$ cat src/rtl/fp_normalize_round.sv
// Normalize / round-to-nearest-even / pack stage for the binary32 FPU datapath.
// Two register stages (normalize, round+pack) with valid/ready flow control and no skid buffer.
module fp_normalize_round #(
   parameter int MANT_W = 28,
   parameter int LZ_W   = 6
) (
   input  logic                    clk,
   input  logic                    rst_n,
   input  logic                    in_valid,
   output logic                    in_ready,
   input  logic                    in_sign,
   input  logic signed [9:0]       in_exp,
   input  logic [MANT_W-1:0]       in_mant,
   input  logic [LZ_W-1:0]         in_lz,
   output logic                    out_valid,
   input  logic                    out_ready,
   output logic [31:0]             out_result,
   output logic                    out_overflow,
   output logic                    out_underflow,
   output logic                    out_inexact
);

   localparam int EXP_W = 11;

   // Packs {result[31:0], overflow, underflow, inexact}. The mantissa argument
   // excludes the leading one, which normalization has placed at the carry position.
   function automatic logic [34:0] round_pack(
      input logic                    sign,
      input logic signed [EXP_W-1:0] e,
      input logic [MANT_W-2:0]       m,
      input logic                    zero
   );
      logic [22:0]             f;
      logic                    g;
      logic                    s;
      logic                    up;
      logic [23:0]             f_inc;
      logic signed [EXP_W:0]   e_r;
      logic [34:0]             r;
      f     = m[26:4];
      g     = m[3];
      s     = |m[2:0];
      up    = g & (s | f[0]);
      f_inc = {1'b0, f} + {23'd0, up};
      e_r   = {e[EXP_W-1], e} + {{EXP_W{1'b0}}, f_inc[23]};
      if (zero)
         r = {sign, 31'd0, 3'b000};
      else if (e_r >= 12'sd255)
         r = {sign, 8'hFF, 23'd0, 3'b101};
      else if (e_r <= 12'sd0)
         r = {sign, 31'd0, 3'b011};
      else
         r = {sign, e_r[7:0], f_inc[22:0], 2'b00, g | s};
      return r;
   endfunction

   logic                    r_vld_p1;
   logic                    r_vld_p2;
   logic                    w_adv_p2;
   logic [MANT_W-2:0]       w_mant_p0;
   logic signed [EXP_W-1:0] w_exp_p0;
   logic                    w_zero_p0;

   logic                    r_sign_p1;
   logic [MANT_W-2:0]       r_mant_p1;
   logic signed [EXP_W-1:0] r_exp_p1;
   logic                    r_zero_p1;
   logic [34:0]             w_pack_p1;

   logic [31:0]             r_res_p2;
   logic                    r_ovf_p2;
   logic                    r_unf_p2;
   logic                    r_inx_p2;

   assign w_adv_p2 = !r_vld_p2 | out_ready;
   assign in_ready = !r_vld_p1 | w_adv_p2;

   always_ff @(posedge clk or negedge rst_n) begin
      if (!rst_n) begin
         r_vld_p1 <= 1'b0;
         r_vld_p2 <= 1'b0;
      end else begin
         if (in_ready)
            r_vld_p1 <= in_valid;
         if (w_adv_p2)
            r_vld_p2 <= r_vld_p1;
      end
   end

   // Stage 1: left-normalize and re-bias exponent (11-bit signed, cannot wrap)
   assign w_mant_p0 = (MANT_W-1)'(in_mant << in_lz);
   assign w_exp_p0  = {in_exp[9], in_exp} + 11'sd1 - {{(EXP_W-LZ_W){1'b0}}, in_lz};
   assign w_zero_p0 = (in_lz == LZ_W'(MANT_W));

   always_ff @(posedge clk) begin
      if (in_valid & in_ready) begin
         r_sign_p1 <= in_sign;
         r_mant_p1 <= w_mant_p0;
         r_exp_p1  <= w_exp_p0;
         r_zero_p1 <= w_zero_p0;
      end
   end

   // Stage 2: round and pack; output registers reset so they read 0 until the first beat
   assign w_pack_p1 = round_pack(r_sign_p1, r_exp_p1, r_mant_p1, r_zero_p1);

   always_ff @(posedge clk or negedge rst_n) begin
      if (!rst_n) begin
         r_res_p2 <= 32'd0;
         r_ovf_p2 <= 1'b0;
         r_unf_p2 <= 1'b0;
         r_inx_p2 <= 1'b0;
      end else if (r_vld_p1 & w_adv_p2) begin
         {r_res_p2, r_ovf_p2, r_unf_p2, r_inx_p2} <= w_pack_p1;
      end
   end

   assign out_valid     = r_vld_p2;
   assign out_result    = r_res_p2;
   assign out_overflow  = r_ovf_p2;
   assign out_underflow = r_unf_p2;
   assign out_inexact   = r_inx_p2;

endmodule

$ cat config.mk
export PLATFORM = sky130hd
export DESIGN_NAME = fp_normalize_round
export DESIGN_NICKNAME = d
export VERILOG_FILES = /design/src/rtl/fp_normalize_round.sv
export SDC_FILE = /design/constraint.sdc
export NUM_CORES = 1
export LEC_CHECK = 0
export ABC_AREA = 1
export BUFFER_PORTS_ARGS = -buffer_cell sky130_fd_sc_hd__clkbuf_2
export CAP_MARGIN = 25
export CORE_MARGIN = 3
export CORE_UTILIZATION = 40
export DETAILED_ROUTE_END_ITERATION = 7
export SYNTH_ARGS = -nofsm -noshare
export SYNTH_HDL_FRONTEND = slang
export SYNTH_SLANG_ARGS = --single-unit
export TNS_END_PERCENT = 20
$ cat constraint.sdc
create_clock -name clk -period 5.2 [get_ports clk]
set_input_delay 0.26 -clock clk [delete_from_list [all_inputs] [get_ports clk]]
set_output_delay 0.26 -clock clk [all_outputs]
set_load 0.1 [all_outputs]
# After elaboration in Yosys (flattened, before gate mapping)
# Index checks and enable logic that the tools add are counted.
# word_totals
output_inout_bits	37
in_bits	49
latchBits	0
mem_bits_ro	0
ramBits	0
ff_bits	77
memories	0
elab_cells	31
# op_classes
eq_ne	1
bitwise	7
div_mod_pow	0
reduce_logical	3
mux	3
n_lt_le_gt_ge	2
n_mul	0
add_sub_neg	4
shifts	1
# op_table
op	n
two-way mux 34 bit	3
<< shifter 28 x 6 -> 27 bit	1
adder 23 x 1 -> 24 bit	1
adder 11 x 2 -> 12 bit	1
greater-or-equal comparator 12 x 9 -> 1 bit (second input constant)	1
<= comparator 12 x 1 -> 1 bit (second input constant)	1
adder 10 x 2 -> 11 bit (second input constant)	1
subtractor 11 x 6 -> 11 bit	1
equality test 6 x 5 -> 1 bit (second input constant)	1
OR 1 bit	4
bitwise AND 1 bit	3
OR reduction 3 bit	1
zero test 1 bit	2

# Logic depth before layout (Yosys ltp)
# logic_depth
word_depth	9
mapped_depth	20
mapped_depth_nobuf	20

# Worst setup path after synthesis
# No wires, ideal clock.
# synth_path
path_type	register to register
start	register r_vld_p2 (netlist: out_valid)
end	register r_exp_p1[0], enable pin
path_buffers	0
path_slack_ps	2012
arrival_ps	2750
path_stages_with_launch	4
path_cell_list	dfrtp_1 > nand3_1 > nand2_1 > inv_1
# synth_via
elab_chain_cells	4
# synth_rtl
element	line_no	text
start, declared	58	logic r_vld_p2;
start signal, assigned	86	r_vld_p2 <= r_vld_p1;
zero test 1 bit	75	assign w_adv_p2 = !r_vld_p2 | out_ready;
OR 1 bit	75	
OR 1 bit	76	assign in_ready = !r_vld_p1 | w_adv_p2;
named net in_ready	10	output logic in_ready,
bitwise AND 1 bit	96	if (in_valid & in_ready) begin
end signal, assigned	99	r_exp_p1 <= w_exp_p0;
end, declared	66	logic signed [EXP_W-1:0] r_exp_p1;
# The timed path passes the listed nets, and every way through them passes these cells.
# A chain may end at the register's enable or synchronous reset.

# Worst setup path in the final report
# layout_path
start	register r_mant_p1[9]
end	register r_res_p2[30] (netlist: out_result[30])
# layout_via
elab_chain_cells	6
word_cells_on_any_way	7
classes_between	add/sub: 2; order compare: 2; mux: 3
# layout_rtl
element	line_no	text
start, declared	65	logic [MANT_W-2:0] r_mant_p1;
start signal, assigned	98	r_mant_p1 <= w_mant_p0;
adder 23 x 1 -> 24 bit *	44	f_inc = {1'b0, f} + {23'd0, up};
adder 11 x 2 -> 12 bit *	45	e_r = {e[EXP_W-1], e} + {{EXP_W{1'b0}}, f_inc[23]};
<= comparator 12 x 1 -> 1 bit	50	else if (e_r <= 12'sd0)
two-way mux 34 bit	50	
two-way mux 34 bit *	48	else if (e_r >= 12'sd255)
two-way mux 34 bit *	46	if (zero)
end signal, assigned	114	{r_res_p2, r_ovf_p2, r_unf_p2, r_inx_p2} <= w_pack_p1;
end, declared	70	logic [31:0] r_res_p2;
# Mark *: on every way between the ends. The rest lies on a longest branch, timed or not.

==> summary by stage <==
Global route
The initial antenna violation count was 0. The all-layer global routing usage is 0.173. Entering global routing, the biggest net connects 41 pins. The via count of the first global-routing pass was 4722.

The wire length of the first global-routing pass is 22800 microns. The global routing usage on met2 is 0.252. The global-route track usage on met3 is 0.0359. The overflow left after global routing is 0. In this run the most used layer during global routing was met1. The global routing met1 resource utilization is 0.255.

Timing
For the pin with the worst max-slew slack, the measured transition is 941 ps. The shortest period the worst path allows is 3890 ps. Setup repair after global routing left no endpoint under its margin.

For this run, the top clock speed supported by timing is 0.257 GHz. The setup TNS is 0 ps. The final number of hold-violating endpoints is 0.

The final cycle utilization of the critical path is 0.748. The number of max-slew violations in the final report is 0. The relative slew slack is 0.370. The clock arrives with 4.69 ps of skew. The setup violation total in the final timing report is 0.

Clocking
The cell sitting at the root of the clock tree is a sky130_fd_sc_hd__clkbuf_16. The number of setup buffers added after CTS is 0. The number of clock buffers added by TritonCTS is 9. The clock passes through at most 2 buffers.

The count of clock tree sinks is 77. The count of hold-fix buffers inserted at cts is 0. The number of cells upsized or downsized after cts is 0. The clock network latency to the later pin of the worst-skew pair is 330 ps. The clock tree from TritonCTS is built.

The CTS H-tree depth is 3. After clock tree synthesis, the clock-pin slew on the worst setup and hold paths is 60 ps.

Critical path
The arrival time of the worst setup path is 4100 ps. In this run the worst path has a maximum fanout of 11. STA classifies the critical path endpoint as a register. In this run the critical register-to-register path is captured at out_result[30].

The startpoint of the worst-slack reg-to-reg timing path is r_mant_p1[9]. The critical path start-end classification is reg -> reg. For the worst setup path, the data required time is 5410 ps. The setup slack of the most critical reg-to-reg path is 1310 ps. Measured in cells, the most critical reg-to-reg path has a length of 19.

STA classifies the critical path startpoint as a register.

Synth
The sequential element share of the synthesized area is 0.373. Yosys mapped the design onto 40 distinct sky130hd cell types. The number of instances in the synthesized netlist is 801. For this run, the number of Yosys warnings is 0.

After synthesis, the mean cell area works out to 7.12 sq um. The cell area after synthesis is 5700 sq um. The flip-flop and latch count after synthesis is 77.

The post-synthesis net count is 869.

Power and ir drop
The fraction of power consumed by sequential logic is 0.372. The total power divided by cell area is 324 nW/um^2. The maximum vdd drop is 0.000193 V. The analysis attributes to net switching a power of 856 uW. The total internal power is 1250 uW. The switching fraction of total power is 0.407.

Of the total power, combinational logic draws 0.347. The leakage dissipation is 0.00311 uW. The fraction of power consumed by the clock network is 0.281.

Worst hold path
The class of the tightest hold or removal check is in -> async.

Detailed routing
The final routed DRC violation total is 0. In the final routed layout, each cell accounts on average for 12.9 microns. The first TritonRoute pass finished after 5 iterations.

Detailed routing inserted a total of 5167 vias. The mean number of vias per cell is 4.92. The remaining number of nets flagged by the antenna check after routing is 0. The detailed-route wire length is 13600 microns. For this block, the initial DRC count from the detailed router was 355.

Final layout
Once layout is complete, the cells apart from fillers number 1050. The utilization after layout is 0.466. The net count of the finished layout is 933. The filler cells instantiated in the layout total 1467.

The relative area change from synthesis to final layout is 13.8%. The finished cells cover 6490 sq um. In the final layout, the share of cells above drive strength 1 is 0.157. 0 antenna diodes ended up in the layout.

Floorplanning
86 I/O pins were placed. The starting density of the core is 0.409. The die covers 15700 sq um.

Row generation in the floorplan step produced 43 rows. The floorplan die width is 125 microns. The die extent in y is 125 microns. The core region area is 13900 sq um.

Placement
The placement-stage cell area is 6210 sq um. The total half-perimeter wirelength after legalization and detailed placement is 10600 microns. The number of buffers inserted by port buffering is 84. The final estimated routing congestion in global placement is 0.893. The number of cells in the design after placement is 1034.

Run
The count of maximum capacitance violations is 0.

Outcome
The run finished with clean final reports.
==> cell type report <==
type                       instances  area, sq um  share of cell area
clock buffer                       9          225              0.0347
clock inverter                     7         56.3             0.00867
inverter                          78          293              0.0451
multi-input combinational        614         3140               0.483
sequential                        77         2130               0.328
tap                              180          225              0.0347
timing repair buffer              85          428              0.0659
==> worst max-delay path: stages, from the launching register on <==
cell and delay (ps):
sky130_fd_sc_hd__edfxtp_1 420, sky130_fd_sc_hd__nand2_1 90, sky130_fd_sc_hd__nor2_1 190, sky130_fd_sc_hd__inv_1 60
sky130_fd_sc_hd__nor2_1 400, sky130_fd_sc_hd__nand2_1 200, sky130_fd_sc_hd__nor3_1 310, sky130_fd_sc_hd__ha_1 280
sky130_fd_sc_hd__ha_1 270, sky130_fd_sc_hd__nand2_1 150, sky130_fd_sc_hd__nor2_1 160, sky130_fd_sc_hd__nand2_1 70
sky130_fd_sc_hd__nand2_1 60, sky130_fd_sc_hd__nand2_1 50, sky130_fd_sc_hd__inv_1 50, sky130_fd_sc_hd__nand2_2 80
sky130_fd_sc_hd__o21ai_2 430, sky130_fd_sc_hd__nand2_1 270, sky130_fd_sc_hd__nand2_1 140, sky130_fd_sc_hd__nand3_1 80
==> cell usage after synthesis (all sizes together) <==
cell type	count	share of area
buf	9	0.011
dfrtp	37	0.16
ha	18	0.039
fa	1	0.0035
and2	2	0.0022
nor3	11	0.0097
nand2	238	0.16
nand4	19	0.022
o211ai	11	0.014
a21oi	25	0.022
edfxtp	40	0.21
o21ai	60	0.053
xor2	6	0.0092
mux2i	7	0.012
inv	78	0.051
nor2	98	0.069
o21bai	17	0.029
xnor2	2	0.0031
a21o	1	0.0013
or2	8	0.0088
nand3	80	0.075
clkbuf	23	0.015
nand3b	5	0.0066
a31oi	2	0.0022
o21a	2	0.0026
a31o	1	0.0015
==> state kept, by name, summed over array words and instances, names as in the netlist <==
signal and flops:
r_mant_p1 27, out_inexact 1, out_valid 1, r_vld_p1 1, r_zero_p1 1, r_exp_p1 11, out_underflow 1, out_result 32
out_overflow 1, r_sign_p1 1
==> power groups by stage <==
stage,combinational (uW),clock [uW],sequential [uW]
finish,729,592,783
global route,793,628,793
CTS,734,606,783
detailed placement,732,0,794
global placement,730,0,793
floorplan,303,0,1070
==> per-layer routing <==
metal	vias up	part of all wire
li1	2779	-
met1	2242	0.51
met2	129	0.42
met3	17	0.051
met4	0	0.019
met5	-	0
==> placed cells by master (no fill, tap or decap), types with 3 or more instances in the layout <==
| cell | synthesis | routed |
|---|---|---|
| sky130_fd_sc_hd__a21oi_1 | 25 | 25 |
| sky130_fd_sc_hd__clkbuf_16 | 0 | 9 |
| sky130_fd_sc_hd__clkbuf_2 | 0 | 84 |
| sky130_fd_sc_hd__clkinv_1 | 0 | 3 |
| sky130_fd_sc_hd__clkinv_2 | 0 | 3 |
| sky130_fd_sc_hd__dfrtp_1 | 37 | 37 |
| sky130_fd_sc_hd__edfxtp_1 | 40 | 40 |
| sky130_fd_sc_hd__ha_1 | 18 | 18 |
| sky130_fd_sc_hd__inv_1 | 75 | 75 |
| sky130_fd_sc_hd__inv_2 | 3 | 3 |
| sky130_fd_sc_hd__mux2i_1 | 7 | 7 |
| sky130_fd_sc_hd__nand2_1 | 232 | 232 |
| sky130_fd_sc_hd__nand2_2 | 3 | 3 |
| sky130_fd_sc_hd__nand3_1 | 75 | 75 |
| sky130_fd_sc_hd__nand3_2 | 5 | 5 |
| sky130_fd_sc_hd__nand3b_1 | 5 | 5 |
| sky130_fd_sc_hd__nand4_1 | 18 | 18 |
| sky130_fd_sc_hd__nor2_1 | 94 | 94 |
| sky130_fd_sc_hd__nor2_4 | 3 | 3 |
| sky130_fd_sc_hd__nor3_1 | 11 | 11 |
| sky130_fd_sc_hd__o211ai_1 | 11 | 11 |
| sky130_fd_sc_hd__o21ai_0 | 57 | 57 |
| sky130_fd_sc_hd__o21bai_1 | 7 | 7 |
| sky130_fd_sc_hd__o21bai_2 | 10 | 10 |
| sky130_fd_sc_hd__or2_2 | 8 | 8 |
| sky130_fd_sc_hd__xor2_1 | 6 | 6 |
==> metrics by stage <==
stage | worst slack [ps] | hold slack (ps) | power, uW
CTS | 1280 | 75.8 | 2120
global placement | 1360 | 430 | 1520
global route | 831 | 101 | 2210
floorplan | 2010 | -35.6 | 1380
finish | 1310 | 41.8 | 2100
detailed placement | 1290 | 439 | 1530
==> logic make-up (layout without fill, tap and decap cells) <==
logic type               Yosys count  count (layout)  share of synthesized area
adder cells (fa/ha/maj)           19              19                     0.0430
buffers and inverters            110             179                     0.0772
AND/OR/NAND/NOR                  461             461                      0.356
multiplexers                       7               7                     0.0123
XOR/XNOR                           8               8                     0.0123
flip-flops                        77              77                      0.373
AO/OA/AOI/OAI                    119             119                      0.126
==> worst max path at each step <==
stage	from	end	slack, ps
final	r_mant_p1[9]	out_result[30]	1310
after global routing	r_mant_p1[9]	out_result[30]	830
after CTS	r_mant_p1[9]	out_result[30]	1280
after detailed placement	r_mant_p1[9]	out_result[30]	1290
after global placement	r_mant_p1[9]	out_result[29]	1360
after floorplan	out_valid	r_exp_p1[0]	2010
(Power assumes the default switching activity.)
